[config.mk]
export PLATFORM = sky130hd
export DESIGN_NAME = ws2812_stream_decoder
export DESIGN_NICKNAME = d
export VERILOG_FILES = /design/src/rtl/ws2812_stream_decoder_pkg.sv /design/src/rtl/ws2812_pixel_ram.sv /design/src/rtl/ws2812_stream_decoder.sv
export SDC_FILE = /design/constraint.sdc
export NUM_CORES = 1
export LEC_CHECK = 0
export BUFFER_PORTS_ARGS = -buffer_cell sky130_fd_sc_hd__clkbuf_2
export CELL_PAD_IN_SITES_DETAIL_PLACEMENT = 1
export CELL_PAD_IN_SITES_GLOBAL_PLACEMENT = 1
export CORE_MARGIN = 2
export CORE_UTILIZATION = 44
export CTS_CLUSTER_SIZE = 28
export DETAILED_ROUTE_END_ITERATION = 12
export MAX_ROUTING_LAYER = met4
export PLACE_DENSITY = 0.83
export SYNTH_ARGS = -nofsm -noshare
export SYNTH_HDL_FRONTEND = slang
export SYNTH_SLANG_ARGS = --single-unit
[constraint.sdc]
create_clock -name clk -period 3.1 [get_ports clk]
set_clock_uncertainty 0.2 [all_clocks]
set_input_delay 0.465 -clock clk [delete_from_list [all_inputs] [get_ports clk]]
set_output_delay 0.465 -clock clk [all_outputs]
set_load 0.02 [all_outputs]
[src/rtl/ws2812_stream_decoder_pkg.sv]
// ============================================================================
// Module : ws2812_stream_decoder_pkg
// Brief  : Shared WS2812 decoder types, pixel width and 40 MHz timing defaults.
// Rev    : 1.0  initial release
// ============================================================================
`default_nettype none

package ws2812_stream_decoder_pkg;

    localparam int PIXEL_W  = 24;
    localparam int BITCNT_W = 5;

    // Pulse-width defaults at a 40 MHz sampling clock
    localparam int DEF_BIT_THRESH   = 22;
    localparam int DEF_MIN_HIGH     = 4;
    localparam int DEF_MAX_HIGH     = 60;
    localparam int DEF_LATCH_CYCLES = 2000;
    localparam int DEF_MAX_LEDS     = 8;
    localparam int DEF_IDX_W        = 3;
    localparam int DEF_CNT_W        = 12;

    typedef enum logic [1:0] {
        ST_SYNC = 2'd0,
        ST_IDLE = 2'd1,
        ST_HIGH = 2'd2,
        ST_LOW  = 2'd3
    } state_e;

endpackage

`default_nettype wire

[src/rtl/ws2812_pixel_ram.sv]
// ============================================================================
// Module : ws2812_pixel_ram
// Brief  : Per-frame pixel capture array, present only with WS2812_DECODER_CAPTURE_EN.
// Rev    : 1.0  initial release
// ============================================================================
`default_nettype none

`ifdef WS2812_DECODER_CAPTURE_EN
module ws2812_pixel_ram #(
    parameter int DEPTH  = 8,
    parameter int ADDR_W = 3,
    parameter int DATA_W = 24
) (
    input  logic              clk,
    input  logic              we_i,
    input  logic [ADDR_W-1:0] waddr_i,
    input  logic [DATA_W-1:0] wdata_i,
    input  logic [ADDR_W-1:0] raddr_i,
    output logic [DATA_W-1:0] rdata_o
);

    // Deliberately unreset: contents survive reset so a frame can be inspected afterwards
    logic [DATA_W-1:0] mem_q [DEPTH];
    logic [DATA_W-1:0] rdata_q;

    always_ff @(posedge clk) begin
        if (we_i) begin
            mem_q[waddr_i] <= wdata_i;
        end
        rdata_q <= mem_q[raddr_i];
    end

    assign rdata_o = rdata_q;

endmodule
`endif

`default_nettype wire

[src/rtl/ws2812_stream_decoder.sv]
// ============================================================================
// Module : ws2812_stream_decoder
// Brief  : Recovers GRB pixels and latch boundaries from a WS2812 pulse stream.
//          Optional capture array enabled by WS2812_DECODER_CAPTURE_EN.
// Rev    : 1.0  initial release
// ============================================================================
`default_nettype none

module ws2812_stream_decoder
    import ws2812_stream_decoder_pkg::*;
#(
    parameter int BIT_THRESH   = DEF_BIT_THRESH,
    parameter int MIN_HIGH     = DEF_MIN_HIGH,
    parameter int MAX_HIGH     = DEF_MAX_HIGH,
    parameter int LATCH_CYCLES = DEF_LATCH_CYCLES,
    parameter int MAX_LEDS     = DEF_MAX_LEDS,
    parameter int IDX_W        = DEF_IDX_W,
    parameter int CNT_W        = DEF_CNT_W
) (
    input  logic               clk,
    input  logic               reset,
    input  logic               din,
    output logic [PIXEL_W-1:0] pixel_data,
    output logic               pixel_valid,
    output logic [IDX_W-1:0]   pixel_index,
    output logic               frame_done,
    output logic [IDX_W:0]     frame_len,
    output logic               overflow,
    output logic               error
`ifdef WS2812_DECODER_CAPTURE_EN
    ,
    input  logic [IDX_W-1:0]   rd_addr,
    output logic [PIXEL_W-1:0] rd_data
`endif
);

    localparam int PC_W = IDX_W + 1;

    logic               sync1_q, sync2_q, prev_q;
    state_e             state_q, state_d;
    logic [CNT_W-1:0]   high_cnt_q, high_cnt_d;
    logic [CNT_W-1:0]   low_cnt_q, low_cnt_d;
    logic [PIXEL_W-1:0] shift_q, shift_d;
    logic [BITCNT_W-1:0] bit_cnt_q, bit_cnt_d;
    logic [PC_W-1:0]    pix_cnt_q, pix_cnt_d;
    logic               pend_q, pend_d;
    logic [PIXEL_W-1:0] pixel_data_q, pixel_data_d;
    logic               pixel_valid_q, pixel_valid_d;
    logic [IDX_W-1:0]   pixel_index_q, pixel_index_d;
    logic               frame_done_q, frame_done_d;
    logic [PC_W-1:0]    frame_len_q, frame_len_d;
    logic               overflow_q, overflow_d;
    logic               error_q, error_d;

    logic               w_rise, w_fall, w_bit;
    logic [CNT_W-1:0]   w_high_inc, w_low_inc;

    assign w_rise     = sync2_q & ~prev_q;
    assign w_fall     = ~sync2_q & prev_q;
    assign w_bit      = (high_cnt_q >= CNT_W'(BIT_THRESH));
    assign w_high_inc = (&high_cnt_q) ? high_cnt_q : high_cnt_q + 1'b1;
    assign w_low_inc  = (&low_cnt_q)  ? low_cnt_q  : low_cnt_q + 1'b1;

    always_ff @(posedge clk) begin
        if (reset) begin
            sync1_q       <= 1'b0;
            sync2_q       <= 1'b0;
            prev_q        <= 1'b0;
            state_q       <= ST_SYNC;
            high_cnt_q    <= '0;
            low_cnt_q     <= '0;
            shift_q       <= '0;
            bit_cnt_q     <= '0;
            pix_cnt_q     <= '0;
            pend_q        <= 1'b0;
            pixel_data_q  <= '0;
            pixel_valid_q <= 1'b0;
            pixel_index_q <= '0;
            frame_done_q  <= 1'b0;
            frame_len_q   <= '0;
            overflow_q    <= 1'b0;
            error_q       <= 1'b0;
        end else begin
            sync1_q       <= din;
            sync2_q       <= sync1_q;
            prev_q        <= sync2_q;
            state_q       <= state_d;
            high_cnt_q    <= high_cnt_d;
            low_cnt_q     <= low_cnt_d;
            shift_q       <= shift_d;
            bit_cnt_q     <= bit_cnt_d;
            pix_cnt_q     <= pix_cnt_d;
            pend_q        <= pend_d;
            pixel_data_q  <= pixel_data_d;
            pixel_valid_q <= pixel_valid_d;
            pixel_index_q <= pixel_index_d;
            frame_done_q  <= frame_done_d;
            frame_len_q   <= frame_len_d;
            overflow_q    <= overflow_d;
            error_q       <= error_d;
        end
    end

    always_comb begin
        state_d       = state_q;
        high_cnt_d    = high_cnt_q;
        low_cnt_d     = low_cnt_q;
        shift_d       = shift_q;
        bit_cnt_d     = bit_cnt_q;
        pix_cnt_d     = pix_cnt_q;
        pend_d        = 1'b0;
        pixel_data_d  = pixel_data_q;
        pixel_valid_d = 1'b0;
        pixel_index_d = pixel_index_q;
        frame_done_d  = 1'b0;
        frame_len_d   = frame_len_q;
        overflow_d    = overflow_q;
        error_d       = 1'b0;

        // Publish a completed word the cycle after its 24th bit was shifted in
        if (pend_q) begin
            if (pix_cnt_q == PC_W'(MAX_LEDS)) begin
                overflow_d = 1'b1;
            end else begin
                pixel_data_d  = shift_q;
                pixel_valid_d = 1'b1;
                pixel_index_d = pix_cnt_q[IDX_W-1:0];
                pix_cnt_d     = pix_cnt_q + 1'b1;
            end
        end

        case (state_q)
            ST_SYNC: begin
                if (sync2_q) begin
                    low_cnt_d = '0;
                end else if (w_low_inc == CNT_W'(LATCH_CYCLES)) begin
                    low_cnt_d = '0;
                    state_d   = ST_IDLE;
                end else begin
                    low_cnt_d = w_low_inc;
                end
            end
            ST_IDLE: begin
                if (w_rise) begin
                    high_cnt_d = CNT_W'(1);
                    state_d    = ST_HIGH;
                end
            end
            ST_HIGH: begin
                if (w_fall) begin
                    low_cnt_d = CNT_W'(1);
                    state_d   = ST_LOW;
                    if (high_cnt_q < CNT_W'(MIN_HIGH)) begin
                        error_d = 1'b1;
                    end else begin
                        shift_d = {shift_q[PIXEL_W-2:0], w_bit};
                        if (bit_cnt_q == BITCNT_W'(PIXEL_W - 1)) begin
                            bit_cnt_d = '0;
                            pend_d    = 1'b1;
                        end else begin
                            bit_cnt_d = bit_cnt_q + 1'b1;
                        end
                    end
                end else if (high_cnt_q >= CNT_W'(MAX_HIGH)) begin
                    // Stuck-high line: drop the partial word and resynchronise
                    error_d   = 1'b1;
                    shift_d   = '0;
                    bit_cnt_d = '0;
                    low_cnt_d = '0;
                    state_d   = ST_SYNC;
                end else begin
                    high_cnt_d = w_high_inc;
                end
            end
            ST_LOW: begin
                if (w_rise) begin
                    high_cnt_d = CNT_W'(1);
                    state_d    = ST_HIGH;
                end else if (w_low_inc == CNT_W'(LATCH_CYCLES)) begin
                    frame_done_d = 1'b1;
                    frame_len_d  = pix_cnt_q;
                    pix_cnt_d    = '0;
                    overflow_d   = 1'b0;
                    low_cnt_d    = '0;
                    state_d      = ST_IDLE;
                    if (bit_cnt_q != '0) begin
                        error_d   = 1'b1;
                        bit_cnt_d = '0;
                        shift_d   = '0;
                    end
                end else begin
                    low_cnt_d = w_low_inc;
                end
            end
            default: state_d = ST_SYNC;
        endcase
    end

    assign pixel_data  = pixel_data_q;
    assign pixel_valid = pixel_valid_q;
    assign pixel_index = pixel_index_q;
    assign frame_done  = frame_done_q;
    assign frame_len   = frame_len_q;
    assign overflow    = overflow_q;
    assign error       = error_q;

`ifdef WS2812_DECODER_CAPTURE_EN
    ws2812_pixel_ram #(
        .DEPTH  (MAX_LEDS),
        .ADDR_W (IDX_W),
        .DATA_W (PIXEL_W)
    ) u_pixel_ram (
        .clk     (clk),
        .we_i    (pixel_valid_q),
        .waddr_i (pixel_index_q),
        .wdata_i (pixel_data_q),
        .raddr_i (rd_addr),
        .rdata_o (rd_data)
    );
`endif

endmodule

`default_nettype wire

==> results by group, run 1 <==
Synth
  – Seq/Total Area, Yosys: 47.8%
  – Synthesized area: 4110 sq um
  – Library cells used by synthesis: 53
  – Post-synth EDFFs: 0
  – Syn Area/Cell: 8.59 sq um
  – Yosys reg bits: 98
  – Top_reg_cell synth: dfxtp_1
  – Cells after Synth: 478
  – Cell taking the most area after synthesis: dfxtp_1
  – Syn nets: 489
  – Share of the synthesized area in the top cell type: 47.8%
  – Most area-consuming cells after synthesis: dfxtp_1 48%, nand2_1 6.8%, a21oi_1 6.5%, a22o_1 5.1%, nor2_1 3.4%
  – Asr flop ratio synth: 0%
  – Yosys warning count: 0

Global routing
  – Initial antenna violation count: 0
  – Grt met1 use: 28.1%
  – Busiest grt layer: met2
  – First-pass GRT wire length: 17400 microns
  – Vias in the first global route: 3589
  – Largest net degree at the start of global routing: 41
  – M3 GR Usage: 4.58%
  – GRT Util Overall: 21.7%
  – Met2 global-route usage: 34.2%
  – Grt ovf: 0

Floorplan
  – Initial core utilization: 44.9%
  – Die Wd: 101 microns
  – Std-Cell Rows: 35
  – I/O Pins: 38
  – Die H: 101 microns
  – Core Area: 9150 sq um
  – Die ar.: 10100 sq um

Final layout
  – Most frequent cells in the layout: 98 x dfxtp_1, 74 x nand2_1, 53 x a21oi_1
  – Most common cell after layout, fill and taps aside: dfxtp_1
  – Fin area: 4600 sq um
  – Fillcell total: 1134
  – Area Growth Syn to Fin: 11.9%
  – Post-layout utilization of the core: 50.2%
  – Layout net count: 520
  – Layout Cells excl Fill: 625
  – Share of layout cells above drive strength 1: 14.2%
  – N_diodes: 0

STA
  – Hold slack final: 0.108 ns
  – Final period util: 93.1%
  – Worst-margin pin slew: 0.679 ns
  – Worst rel slew slack: 54.2%
  – Fin crit period: 2.89 ns
  – Final setup viols: 0
  – Fmax: 347 MHz
  – Final Hold Viols: 0
  – Final WS setup: 0.214 ns
  – Final Max Tran Viols: 0
  – Final setup TNS: 0 ns

Job
  – Max Cap Viol: 0

Clock tree
  – Clock sink count: 98
  – CTS buffer count: 9
  – H-tree Lvls: 3
  – Clock root cell: clkbuf_8
  – Clock-pin slew on the worst setup and hold paths: 0.10 ns
  – Clk buf depth: 2
  – TritonCTS clock tree: built
  – Clock Latency Late Sink: 0.37 ns

Pwr
  – Total chip power: 2.16 mW
  – Pleak: 1.75 nW
  – PwrDens: 471 nW/um^2
  – VDD IR max: 0.268 mV

Placed design
  – Placed inst area: 4390 sq um
  – RePlAce Congestion: 0.843
  – Pre-CTS setup slack: 0.198 ns
  – DP Cell Count: 608
  – Port buffer count: 37
  – HPWL Detailed: 6850 microns

Route
  – DRC viols: 0
  – Vias: 3559
  – Drt initial violations: 135
  – Via/cell ratio: 5.69
  – DRT Pass-1 Iters: 4
  – Final WL: 9870 microns
  – Detail Route Antenna Nets: 0
  – WL/cell: 15.8 microns

Setup path
  – Arrival time at the worst endpoint: 2.94 ns
  – Worst Setup End Kind: register
  – CP cell instances: ha_1 > nand3_1 > or3_1 > a221oi_2 > nand4_2 > o311a_4 > a22o_1
  – Crit-path slowest cell: o311a_4
  – CP max stage delay: 0.48 ns
  – Req. time, crit path: 3.16 ns
  – CP max FO: 25
  – Critical path startpoint category: register
  – Critical path type: register to register

Min path
  – HP Class: primary input to register

Status
  – Outcome: completed
-- routing by layer --
metal	share of wire [%]	vias up
met5	0	-
met4	1.2	0
met3	2.2	10
met2	49	42
met1	48	1761
li1	-	1746
-- what timing repair did --
action,4_1_cts,5_1_grt
setup buffers,0,1
endpoints found under the setup margin,0,1
hold buffers,0,0
gates resized for setup,0,0
-- layout make-up --
class | instances | area [sq um] | area share (%)
multi-input cells | 335 | 1960 | 42.6
flip-flops and latches | 98 | 1960 | 42.7
inverters | 16 | 60.1 | 1.31
well taps | 111 | 139 | 3.02
clock inverters | 6 | 72.6 | 1.58
repair buffers | 49 | 275 | 5.99
clock buffers | 10 | 128 | 2.78
-- cells by family (layout without fill, tap and decap cells) --
| group | Yosys count | after routing | synth area share (%) |
|---|---|---|---|
| compound gates | 122 | 122 | 20.0 |
| xor+xnor | 8 | 8 | 1.71 |
| fa+ha+maj | 8 | 8 | 2.44 |
| buf+inv | 45 | 81 | 4.72 |
| flops | 98 | 98 | 47.8 |
| mux | 5 | 5 | 1.22 |
| simple gates | 192 | 192 | 22.1 |
-- flip-flops by register name, summed over array words and instances, names as in the netlist --
name / cells
pix_cnt_q: 4
prev_q: 1
state_q: 2
high_cnt_q: 12
low_cnt_q: 12
pixel_index: 3
sync1_q: 1
sync2_q: 1
frame_done: 1
pixel_valid: 1
shift_q: 24
bit_cnt_q: 5
pend_q: 1
error: 1
overflow: 1
pixel_data: 24
frame_len: 4
-- Yosys cell counts (6+ instances only) --
master	number
a21oi_1	53
a22o_1	24
a31oi_1	9
and3_1	6
clkbuf_1	21
dfxtp_1	98
ha_1	8
inv_1	15
nand2_1	74
nand3_1	17
nand4_1	7
nor2_1	37
nor3_1	21
o21ai_0	8
-- final timing paths --
check	startpoint	end	slack, ns	cells past startpoint
max	low_cnt_q[1]	shift_q[7]	0.21	7
min	din	sync1_q	0.11	2
max reg2reg	low_cnt_q[1]	shift_q[7]	0.21	7
min reg2reg	pixel_data[19]	pixel_data[19]	0.26	2
-- power breakdown --
part	internal (mW)	switching, mW
registers	1.26	0.00796
logic	0.0159	0.0360
clock network	0.382	0.460
total	1.66	0.504
-- critical path: cells and delay by family, from the launching register on --
kind	cells	cell delay (ns)
and+or+nand+nor	3	0.74
adders and majority gates	1	0.37
AOI/OAI and AO/OA	3	0.99
DFF	1	0.47
Power figures use the tool's default switching activity.
==> inputs of run 2 (changes only) <==
- RECOVER_POWER: not set -> 50
- SYNTH_HIERARCHICAL: not set -> 1
==> run 2 against run 1 <==
Sequential share of layout area rose by 0.49 points. Sequential power about the same. Wire length up 0.50%. Combinational power about the same. Total power is essentially flat. Via count decreased by 0.14%. Die area unchanged. Count of clock-buffer cells in the layout unchanged. Cell count did not move. Largest cell class unchanged.
==> results by group, run 2 <==
Route
  – Drt initial violations: 108 (was 135)
  – DRT Pass-1 Iters: 4 (unchanged)
  – Via/cell ratio: 5.69 (about the same)
  – WL/cell: 15.9 microns (was 15.8 microns)
  – Final WL: 9920 microns (was 9870 microns)
  – Vias: 3554 (was 3559)
  – DRC viols: 0 (unchanged)
  – Detail Route Antenna Nets: 0 (unchanged)

Clock tree
  – Post-CTS sizing: 0 (unchanged)
  – Setup bufs post-CTS: 0 (unchanged)
  – Clock-pin slew on the worst setup and hold paths: 0.10 ns (about the same)
  – Cts hold-fix bufs: 0 (unchanged)
  – Clock Latency Late Sink: 0.37 ns (about the same)
  – H-tree Lvls: 3 (unchanged)
  – Clk buf depth: 2 (unchanged)
  – Clock root cell: clkbuf_8 (unchanged)
  – Clock sink count: 98 (unchanged)
  – TritonCTS clock tree: built (unchanged)
  – CTS buffer count: 9 (unchanged)

Global routing
  – Largest net degree at the start of global routing: 41 (unchanged)
  – Grt ovf: 0 (unchanged)
  – First-pass GRT wire length: 17400 microns (unchanged)
  – Initial antenna violation count: 0 (unchanged)
  – GRT Util Overall: 21.7% (unchanged)
  – Vias in the first global route: 3589 (unchanged)

Setup path
  – Launch point of the worst path: low_cnt_q[1] (unchanged)
  – CP max stage delay: 0.48 ns (about the same)
  – CP Buf/Inv Count: 0 (unchanged)
  – CP cell instances: ha_1 > nand3_1 > or3_1 > a221oi_2 > nand4_2 > o311a_4 > a22o_1 (unchanged)
  – CP max FO: 25 (unchanged)
  – Crit-path slowest cell: o311a_4 (unchanged)
  – Req. time, crit path: 3.15 ns (was 3.16 ns)
  – Critical path startpoint category: register (unchanged)
  – Worst r2r src: low_cnt_q[1] (unchanged)
  – Reg2reg setup slack: 0.21 ns (about the same)
  – R2r endpoint: shift_q[7] (unchanged)
  – Worst reg-to-reg path cell count: 7 (unchanged)
  – Critical path type: register to register (unchanged)
  – Crit-path leading delay family: compound AO/OA/AOI/OAI gates (unchanged)
  – Worst Setup End Kind: register (unchanged)
  – Arrival time at the worst endpoint: 2.94 ns (about the same)

Placed design
  – Placed inst area: 4390 sq um (unchanged)
  – HPWL Detailed: 6850 microns (unchanged)
  – RePlAce Congestion: 0.843 (unchanged)
  – Pre-CTS setup slack: 0.198 ns (unchanged)
  – Port buffer count: 37 (unchanged)

STA
  – Final Hold Viols: 0 (unchanged)
  – Worst rel slew slack: 13.1% (was 54.2%)
  – Fmax: 346 MHz (was 347 MHz)
  – Fin crit period: 2.89 ns (about the same)
  – Final period util: 93.2% (was 93.1%)
  – Final Max Tran Viols: 0 (unchanged)
  – Hold slack final: 0.108 ns (about the same)
  – Final setup viols: 0 (unchanged)
  – Final WS setup: 0.211 ns (was 0.214 ns)
  – Worst-margin pin slew: 1.30 ns (was 0.679 ns)

Synth
  – Top_reg_cell synth: dfxtp_1 (unchanged)
  – XOR/XNOR share of the synthesized area: 1.71% (unchanged)
  – Yosys warning count: 6 (was 0)
  – Cells after Synth: 478 (unchanged)
  – Syn Area/Cell: 8.59 sq um (unchanged)
  – Most area-consuming cells after synthesis: dfxtp_1 48%, nand2_1 6.8%, a21oi_1 6.5%, a22o_1 5.1%, nor2_1 3.4% (unchanged)
  – Post-synth top cells: 98 x dfxtp_1, 74 x nand2_1, 53 x a21oi_1, 37 x nor2_1, 24 x a22o_1 (unchanged)
  – Seq/Total Area, Yosys: 47.8% (unchanged)
  – Yosys reg bits: 98 (unchanged)
  – Post-synth EDFFs: 0 (unchanged)
  – Library cells used by synthesis: 53 (unchanged)
  – Synthesized area: 4110 sq um (unchanged)
  – Most common cell in the netlist: dfxtp_1 (unchanged)
  – Cell taking the most area after synthesis: dfxtp_1 (unchanged)
  – Adder-cell share of the synthesized area: 2.44% (unchanged)
  – Asr flop ratio synth: 0% (unchanged)
  – Synth Area in Compound Gates: 20.0% (unchanged)
  – Largest family of logic cells by synthesized area: simple AND/OR/NAND/NOR gates (unchanged)
  – Syn nets: 489 (unchanged)
  – Share of the synthesized area in the top cell type: 47.8% (unchanged)
  – Post-Synth Simple-Gate Area: 22.1% (unchanged)
  – Mux contribution to synthesized area: 1.22% (unchanged)

Final layout
  – N_diodes: 0 (unchanged)
  – Post-layout utilization of the core: 49.6% (was 50.2%)
  – Fillcell total: 1140 (was 1134)
  – Area Growth Syn to Fin: 10.7% (was 11.9%)
  – Layout net count: 520 (unchanged)
  – Most frequent cells in the layout: 98 x dfxtp_1, 74 x nand2_1, 53 x a21oi_1 (unchanged)
  – Share of layout cells above drive strength 1: 6.81% (was 14.2%)
  – Most common cell after layout, fill and taps aside: dfxtp_1 (unchanged)
  – Fin area: 4540 sq um (was 4600 sq um)

Status
  – Outcome: completed (unchanged)

Floorplan
  – I/O Pins: 38 (unchanged)
  – Core Area: 9150 sq um (unchanged)
  – Die ar.: 10100 sq um (unchanged)
  – Initial core utilization: 44.9% (unchanged)
  – Die H: 101 microns (unchanged)
  – Die Wd: 101 microns (unchanged)
  – Std-Cell Rows: 35 (unchanged)

Pwr
  – VDD IR max: 0.267 mV (was 0.268 mV)
  – Pleak: 1.62 nW (was 1.75 nW)
  – PwrDens: 476 nW/um^2 (was 471 nW/um^2)
  – Total chip power: 2.16 mW (about the same)

Min path
  – HP Class: primary input to register (unchanged)
  – Worst Hold Depth: 2 (unchanged)
  – Hold Startpoint: din (unchanged)
  – Hold Crit Endpoint: sync1_q (unchanged)

Job
  – Max Cap Viol: 0 (unchanged)
[run 2: cells by family (layout without fill, tap and decap cells)]
logic type               count (synthesis)  in the layout
multiplexers                             5              5
AO/OA/AOI/OAI                          122            122
buffers and inverters                   45             81
XOR/XNOR                                 8              8
AND/OR/NAND/NOR                        192            192
flip-flops                              98             98
adder cells (fa/ha/maj)                  8              8
[run 2: worst max path at each step]
stage	slack, ns	depth (start not counted)	endpoint
6_report	0.21	7	shift_q[7]
5_1_grt	-0.02	8	frame_len[1]
4_1_cts	0.17	7	frame_len[1]
3_5_place_dp	0.20	7	frame_len[1]
3_3_place_gp	0.38	7	shift_q[11]
2_1_floorplan	0.54	9	shift_q[10]
[run 2: power breakdown]
group	switching [mW]	leakage, nW	total [mW]	internal (mW)
Sequential	0.00796	0.790	1.27	1.26
Combinational	0.0361	0.739	0.0518	0.0157
Clock	0.459	0.0910	0.841	0.382
Total	0.503	1.62	2.16	1.66
[run 2: metal layers]
metal | share of wire [%] | global-route usage [%]
met1 | 48 | 28.1
met2 | 48 | 34.2
met3 | 2.7 | 4.58
met4 | 1.2 | 6.22
met5 | 0 | -
[run 2: worst reg2reg max path: stages (launching register included)]
cell,delay (ns)
dfxtp_1,0.47
ha_1,0.37
nand3_1,0.17
or3_1,0.38
a221oi_2,0.28
nand4_2,0.19
o311a_4,0.48
a22o_1,0.24
[run 2: stage by stage]
stage,setup TNS [ns],std cells
global route,-0.0157,625
global placement,0,608
detailed placement,0,608
CTS,0,624
floorplan,0,478
finish,0,625
[run 2: area by class of cell]
type | instances | area (sq um) | area share, %
clock buffers | 10 | 128 | 2.81
repair buffers | 49 | 226 | 4.98
well taps | 111 | 139 | 3.06
clock inverters | 6 | 72.6 | 1.60
multi-input cells | 335 | 1960 | 43.0
flip-flops and latches | 98 | 1960 | 43.2
inverters | 16 | 60.1 | 1.32
